`src/rtl/button_event_decoder_pkg.sv`:
```
// Shared button constants: decoder state encoding and default cycle counts
// derived from the 50 MHz board clock (also used by the debouncer stage).
package button_event_decoder_pkg;

  localparam int unsigned BOARD_CLK_HZ = 50_000_000;

  // 0.5 s long press, 0.25 s double-click gap, 10 ms debounce window
  localparam int unsigned DEF_LONG_CYCLES     = BOARD_CLK_HZ / 2;
  localparam int unsigned DEF_GAP_CYCLES      = BOARD_CLK_HZ / 4;
  localparam int unsigned DEF_DEBOUNCE_CYCLES = BOARD_CLK_HZ / 100;
  localparam int unsigned DEF_TMR_W           = 25;
  localparam int unsigned DEF_CNT_W           = 8;

  // Decoder state encoding
  localparam int unsigned STATE_W = 2;
  typedef logic [STATE_W-1:0] state_t;

  localparam state_t ST_IDLE   = 2'd0;
  localparam state_t ST_PRESS1 = 2'd1;
  localparam state_t ST_GAP    = 2'd2;
  localparam state_t ST_HOLD   = 2'd3;

endpackage : button_event_decoder_pkg

```
`src/rtl/button_event_decoder.sv`:
```
// Button gesture decoder: classifies debounced presses into click,
// double click and long press, emitting one-cycle registered pulses and a
// wrapping count of all emitted events.
//
// Ports:
//   clk        system clock, rising edge
//   rst        synchronous active-high reset
//   btn        debounced pressed level (1 = pressed), synchronous to clk
//   click      one-cycle pulse: short press with no second press in gap
//   dbl_click  one-cycle pulse: second press started within gap
//   long_press one-cycle pulse: press held LONG_CYCLES
//   evt_count  count of all emitted events, wraps silently
module button_event_decoder
  import button_event_decoder_pkg::*;
#(
  parameter int unsigned LONG_CYCLES = DEF_LONG_CYCLES,
  parameter int unsigned GAP_CYCLES  = DEF_GAP_CYCLES,
  parameter int unsigned TMR_W       = DEF_TMR_W,
  parameter int unsigned CNT_W       = DEF_CNT_W
) (
  input  logic             clk,
  input  logic             rst,
  input  logic             btn,
  output logic             click,
  output logic             dbl_click,
  output logic             long_press,
  output logic [CNT_W-1:0] evt_count
);

  localparam logic [TMR_W-1:0] LONG_LAST = TMR_W'(LONG_CYCLES - 1);
  localparam logic [TMR_W-1:0] GAP_LAST  = TMR_W'(GAP_CYCLES - 1);
  localparam logic [TMR_W-1:0] TMR_ONE   = TMR_W'(1);

  state_t           state_q, state_d;
  logic [TMR_W-1:0] timer_q, timer_d;
  logic             click_d, dbl_d, long_d;
  logic [CNT_W-1:0] evt_d;

  // Next-state, timer and event decode
  always_comb begin
    state_d = state_q;
    timer_d = timer_q;
    click_d = 1'b0;
    dbl_d   = 1'b0;
    long_d  = 1'b0;
    evt_d   = evt_count;

    unique case (state_q)
      ST_HOLD: begin
        if (!btn) begin
          state_d = ST_IDLE;
          timer_d = '0;
        end
      end
      ST_IDLE: begin
        // This edge already counts as pressed cycle 1
        if (btn) begin
          state_d = ST_PRESS1;
          timer_d = TMR_ONE;
        end
      end
      ST_PRESS1: begin
        // Release checked first: it wins over the long-press timeout
        if (!btn) begin
          state_d = ST_GAP;
          timer_d = TMR_ONE;
        end else if (timer_q == LONG_LAST) begin
          state_d = ST_HOLD;
          timer_d = '0;
          long_d  = 1'b1;
        end else begin
          timer_d = timer_q + TMR_ONE;
        end
      end
      ST_GAP: begin
        // Press checked first: it wins over the gap timeout
        if (btn) begin
          state_d = ST_HOLD;
          timer_d = '0;
          dbl_d   = 1'b1;
        end else if (timer_q == GAP_LAST) begin
          state_d = ST_IDLE;
          timer_d = '0;
          click_d = 1'b1;
        end else begin
          timer_d = timer_q + TMR_ONE;
        end
      end
      default: begin
        state_d = ST_HOLD;
        timer_d = '0;
      end
    endcase

    if (click_d || dbl_d || long_d) begin
      evt_d = evt_count + CNT_W'(1);
    end
  end

  // State, timer and registered outputs
  always_ff @(posedge clk) begin
    if (rst) begin
      state_q    <= ST_HOLD;
      timer_q    <= '0;
      click      <= 1'b0;
      dbl_click  <= 1'b0;
      long_press <= 1'b0;
      evt_count  <= '0;
    end else begin
      state_q    <= state_d;
      timer_q    <= timer_d;
      click      <= click_d;
      dbl_click  <= dbl_d;
      long_press <= long_d;
      evt_count  <= evt_d;
    end
  end

endmodule : button_event_decoder

```
`config.mk`:
```
export PLATFORM = sky130hd
export DESIGN_NAME = button_event_decoder
export DESIGN_NICKNAME = d
export VERILOG_FILES = /design/src/rtl/button_event_decoder_pkg.sv /design/src/rtl/button_event_decoder.sv
export SDC_FILE = /design/constraint.sdc
export NUM_CORES = 1
export LEC_CHECK = 0
export CORE_MARGIN = 10
export CORE_UTILIZATION = 50
export DETAILED_ROUTE_END_ITERATION = 12
export GPL_TIMING_DRIVEN = 0
export PLACE_DENSITY = 0.81
export SLEW_MARGIN = 25
export SYNTH_ARGS = -nofsm -noshare
export SYNTH_HDL_FRONTEND = slang
export SYNTH_SLANG_ARGS = --single-unit
```
`constraint.sdc`:
```
create_clock -name clk -period 2.43 [get_ports clk]
set_input_delay 0.6075 -clock clk [delete_from_list [all_inputs] [get_ports clk]]
set_output_delay 0.6075 -clock clk [all_outputs]
set_load 0.005 [all_outputs]
```
Word-level counts from Yosys, hierarchy flattened
Index checks and enable logic that the tools add are counted.
{"block": "word_totals", "output_inout_bits": 11, "mem_bits_rw": 0, "elab_cells": 44, "inputBits": 3, "register_bits": 38, "n_memories": 0, "latchBits": 0, "mem_bits_ro": 0}
{"block": "op_classes", "multipliers": 0, "addsub": 2, "n_eq_ne": 9, "muxes": 22, "n_shift": 0, "magnitude_cmp": 0, "div_mod_pow": 0, "n_reduce_logical": 5, "n_bitwise": 0}
{"cell": "$mux W25", "n": 6}
{"cell": "$pmux W25 S4", "n": 1}
{"cell": "$add A25 B1 Y25 const B", "n": 1}
{"cell": "$eq A25 B24 Y1 const B", "n": 1}
{"cell": "$eq A25 B25 Y1 const B", "n": 1}
{"cell": "$mux W2", "n": 6}
{"cell": "$add A8 B1 Y8 const B", "n": 1}
{"cell": "$mux W1", "n": 8}
{"cell": "$pmux W2 S4", "n": 1}
{"cell": "$ne A3 B3 Y1 const B", "n": 2}
{"cell": "$eq A2 B2 Y1 const B", "n": 2}
{"cell": "$ne A2 B2 Y1 const B", "n": 2}
{"cell": "$reduce_and A4 Y1", "n": 1}
{"cell": "$eq A2 B1 Y1 const B", "n": 1}
{"cell": "$logic_not A2 Y1", "n": 1}
{"cell": "$logic_or A1 B1 Y1", "n": 2}
{"cell": "$reduce_and A2 Y1", "n": 1}

Logic depth before layout (Yosys ltp)
{"block": "logic_depth", "word_depth": 6, "ltp_mapped": 8, "mapped_depth_nobuf": 7}

Worst setup path before layout
Ideal clock, no wire load.
{"block": "synth_timing", "path_type": "flip-flop to flip-flop", "start": "reg timer_q[0]", "end": "reg evt_count[7]", "n_path_buf": 1, "setup_ps": 71, "arrival_time_ps": 2048, "required_time_ps": 2359, "path_stages_with_launch": 9, "slack_ps": 311, "period_less_slack_ps": 2119, "cell_sequence": "dfxtp_1 > ha_1 > and4_1 > nand4_1 > nor3_1 > nor2_2 > buf_6 > or4_1 > a21oi_1"}
{"block": "synth_via", "elab_chain_len": 6, "elab_cells_between_ends": 10, "cone_classes": "2 x eq/ne; 6 x mux; 2 x reduce/logical"}
{"element": "start: declaration", "line_no": "button_event_decoder.sv:35", "source": "logic [TMR_W-1:0] timer_q, timer_d;"}
{"element": "start signal: assignment", "line_no": "button_event_decoder.sv:111", "source": "timer_q <= timer_d;"}
{"element": "$eq A25 B24 Y1", "line_no": "button_event_decoder.sv:81", "source": "end else if (timer_q == GAP_LAST) begin"}
{"element": "$mux W1", "line_no": "button_event_decoder.sv:81"}
{"element": "$mux W1", "line_no": "button_event_decoder.sv:77", "source": "if (btn) begin"}
{"element": "$mux W1", "line_no": "button_event_decoder.sv:48", "source": "unique case (state_q)"}
{"element": "$logic_or A1 B1 Y1", "line_no": "button_event_decoder.sv:95", "source": "if (click_d || dbl_d || long_d) begin"}
{"element": "$logic_or A1 B1 Y1 (*)", "line_no": "button_event_decoder.sv:95"}
{"element": "end signal: assignment", "line_no": "button_event_decoder.sv:115", "source": "evt_count <= evt_d;"}
{"element": "end: declaration", "line_no": "button_event_decoder.sv:27", "source": "output logic [CNT_W-1:0] evt_count"}
Every way passes the cells marked *; elsewhere a longest branch is shown, timed or not.
A chain may end at the register's enable or synchronous reset.

Worst setup path after layout
{"block": "layout_timing", "start": "reg timer_q[1]", "end": "reg evt_count[7]"}
The elaborated chain is that of the path after synthesis.

==> reports/qor.yml <==
grt_setup_unrepaired: "no"
period_needed_ns: 2.29
gr-usage-all-layers_pct: 13.1
synth_compound_gate_area_share_pct: 18.1
hold_end: "evt_count[7]"
vias: 1931
drv_cap: 0
timing.rr.start: "timer_q[1]"
r2r_cells: 8
cp_slowest_cell: "or4_1"
grt_antenna_before_repair: 0
vias_per_cell: 6.15
grt_pass1_vias: 1755
grt_busiest_layer: "met2"
synth_ff_type: "dfxtp_1"
drtIter0Drc: 167
ctsLongestPathBuffers: 2
die_h_um: 84.1
postCtsHoldBufs: 0
path_delay_family: "simple AND/OR/NAND/NOR gates"
p_per_area_nw_per_um2: 476
required_ns: 2.66
slew_headroom_pct: 44.1
hold_viol: 0
ys_ff_latch: 38
arrival_ns: 2.52
status: "completed"
drv_slew: 0
io_buffers: 13
synth_nets: 249
die_area_um2: 7080
path_max_fanout: 10
synthTopCellsByArea: "dfxtp_1 37%, nand3_1 4.9%, a21oi_1 4.6%"
grt_start_max_net_pins: 12
clk-insertion-delay-late_ns: 0.29
skew_ns: 0.00764
dp_hpwl_um: 3360
cp.buffers_inverters: 1
synth_xor_area_share_pct: 4.26
cp-end-kind: "flop"
avgSynthCellArea_um2: 8.43
drc: 0
area_delta_synth_final_pct: 16.4
num_antenna_cells: 0
finalSetupTns_ns: 0
synth.cell_area_um2: 2060
dr.pass1.iters: 4
synth.mux.area_fraction_pct: 1.95
path_clk_slew_ns: 0.07
syn_inst: 244
irDropWorstVdd_mv: 0.238
fin_nets: 269
rr_endpoint: "evt_count[7]"
finalCritPeriodShare_pct: 94.3
start_util_pct: 51.4
yosysTopAreaCellShare_pct: 37.0
synth_top_cell_by_area: "dfxtp_1"
numCtsBuffers: 5
grt_overflow: 0
drive_gt1_share_pct: 13.6
rrSetupSlack_ns: 0.14
tightest_slew_ns: 0.838
hold_path_depth: 2
synth_adder_area_share_pct: 1.22
cts_max_level: 2
synth_top_family_by_area: "simple AND/OR/NAND/NOR gates"
finalPower_mw: 1.14
ys_types: 50
async_reset_ff_share_pct: 0
setup.worst_path.class: "flop to flop"
cts_sinks: 38
crit_path_max_incr_delay_ns: 0.49
max_freq_ghz: 0.436
die_w_um: 84.1
row_count: 23
grt_use_met2_pct: 19.8
min_from: "evt_count[7]"
io_pins: 14
post-synth-top-count-cell: "dfxtp_1"
p_leak_nw: 0.841
avgRoutedWirePerCell_um: 15.0
grt_first_pass_wirelength_um: 8010
setup_viol: 0
seq_area_frac_synth_pct: 37.0
root_buffer: "clkbuf_8"
met1_usage_pct: 17.0
yosys.area_share.simple_pct: 33.3
postRouteAntennaNets: 0
yosys_warnings: 0
place_congestion: 0.906
synth-edff-count: 0
grtUsageMet3_pct: 3.52
crit_chain: "ha_4, and4_1, nand4_1, nor3_2, nor2_2, buf_6, or4_1, a21oi_1"
cts_tree: "yes"
synthTopCellsByCount: "38 x dfxtp_1, 20 x nand3_1, 20 x nor2_1, 19 x a21oi_1, 16 x nand2_1"
coreArea_um2: 4000
wl_um: 4700
worst_setup_path_start_kind: "flop"
hp-class: "flop to flop"
worst max path at each step:
stage,from,to,slack (ns),cells past startpoint
6_report,timer_q[1],evt_count[7],0.14,8
5_1_grt,timer_q[1],evt_count[7],0.02,8
4_1_cts,btn,evt_count[7],0.01,8
3_5_place_dp,btn,timer_q[7],-0.52,6
3_3_place_gp,btn,timer_q[15],-0.52,8
2_1_floorplan,timer_q[0],evt_count[7],0.31,8
stage by stage:
stage	hold slack (ns)	instance area, um^2	util, %	setup slack [ns]	std cells
2_1_floorplan	0.462	2060	-	0.311	244
4_1_cts	0.492	2360	59.1	0.0125	314
5_1_grt	0.533	2390	59.8	0.0228	314
3_3_place_gp	0.465	2250	56.2	-0.518	307
3_5_place_dp	0.482	2250	56.2	-0.524	307
6_report	0.493	2390	59.8	0.138	314
state kept, by name, summed over array words and instances, names as in the netlist:
register,cells
timer_q,25
evt_count,8
state_q,2
click,1
dbl_click,1
long_press,1
timing repair:
action                     in CTS  in global routing
pin swaps                       0                  3
setup buffers                   0                  0
setup endpoints to repair      16                 20
gates resized for setup         7                 12
worst min-delay path, cell delays in order, from the launching register on:
cell,delay [ns]
dfxtp_1,0.33
o31ai_1,0.07
a21oi_1,0.05
metal layers:
metal,routed length [um],vias to the layer above
li1,-,964
met1,2210,914
met2,2140,45
met3,250,8
met4,97,0
met5,0,-
power by group:
| group | leakage, nW | switching, mW | internal [mW] | total [mW] |
|---|---|---|---|---|
| Clock | 0.0438 | 0.215 | 0.192 | 0.408 |
| Combinational | 0.489 | 0.0613 | 0.0340 | 0.0953 |
| Sequential | 0.308 | 0.00640 | 0.629 | 0.636 |
logic make-up after synthesis:
family,count (synthesis)
mux,4
buf+inv,18
compound gates,55
xor+xnor,10
flops,38
simple gates,117
fa+ha+maj,2
layout make-up:
cell class | count | area [um^2]
sequential | 38 | 763
multi-input combinational | 188 | 1270
timing repair buffer | 13 | 130
clock buffer | 5 | 68.8
buffer | 11 | 62.6
inverter | 7 | 26.3
clock inverter | 2 | 10.0
fill | 353 | 1610
tap | 50 | 62.6
cells in the final DEF, fill, tap and decap left out, drive strengths merged, types with 5 or more instances in the layout:
| cell | instances |
|---|---|
| a21oi | 19 |
| clkbuf | 12 |
| clkdlybuf4s50 | 13 |
| dfxtp | 38 |
| inv | 7 |
| nand2 | 17 |
| nand3 | 20 |
| nand4 | 10 |
| nor2 | 21 |
| nor3 | 7 |
| nor4 | 8 |
| o21ai | 10 |
| o31ai | 5 |
| or3 | 6 |
| xnor2 | 5 |
| xor2 | 5 |
(Power assumes the default switching activity.)
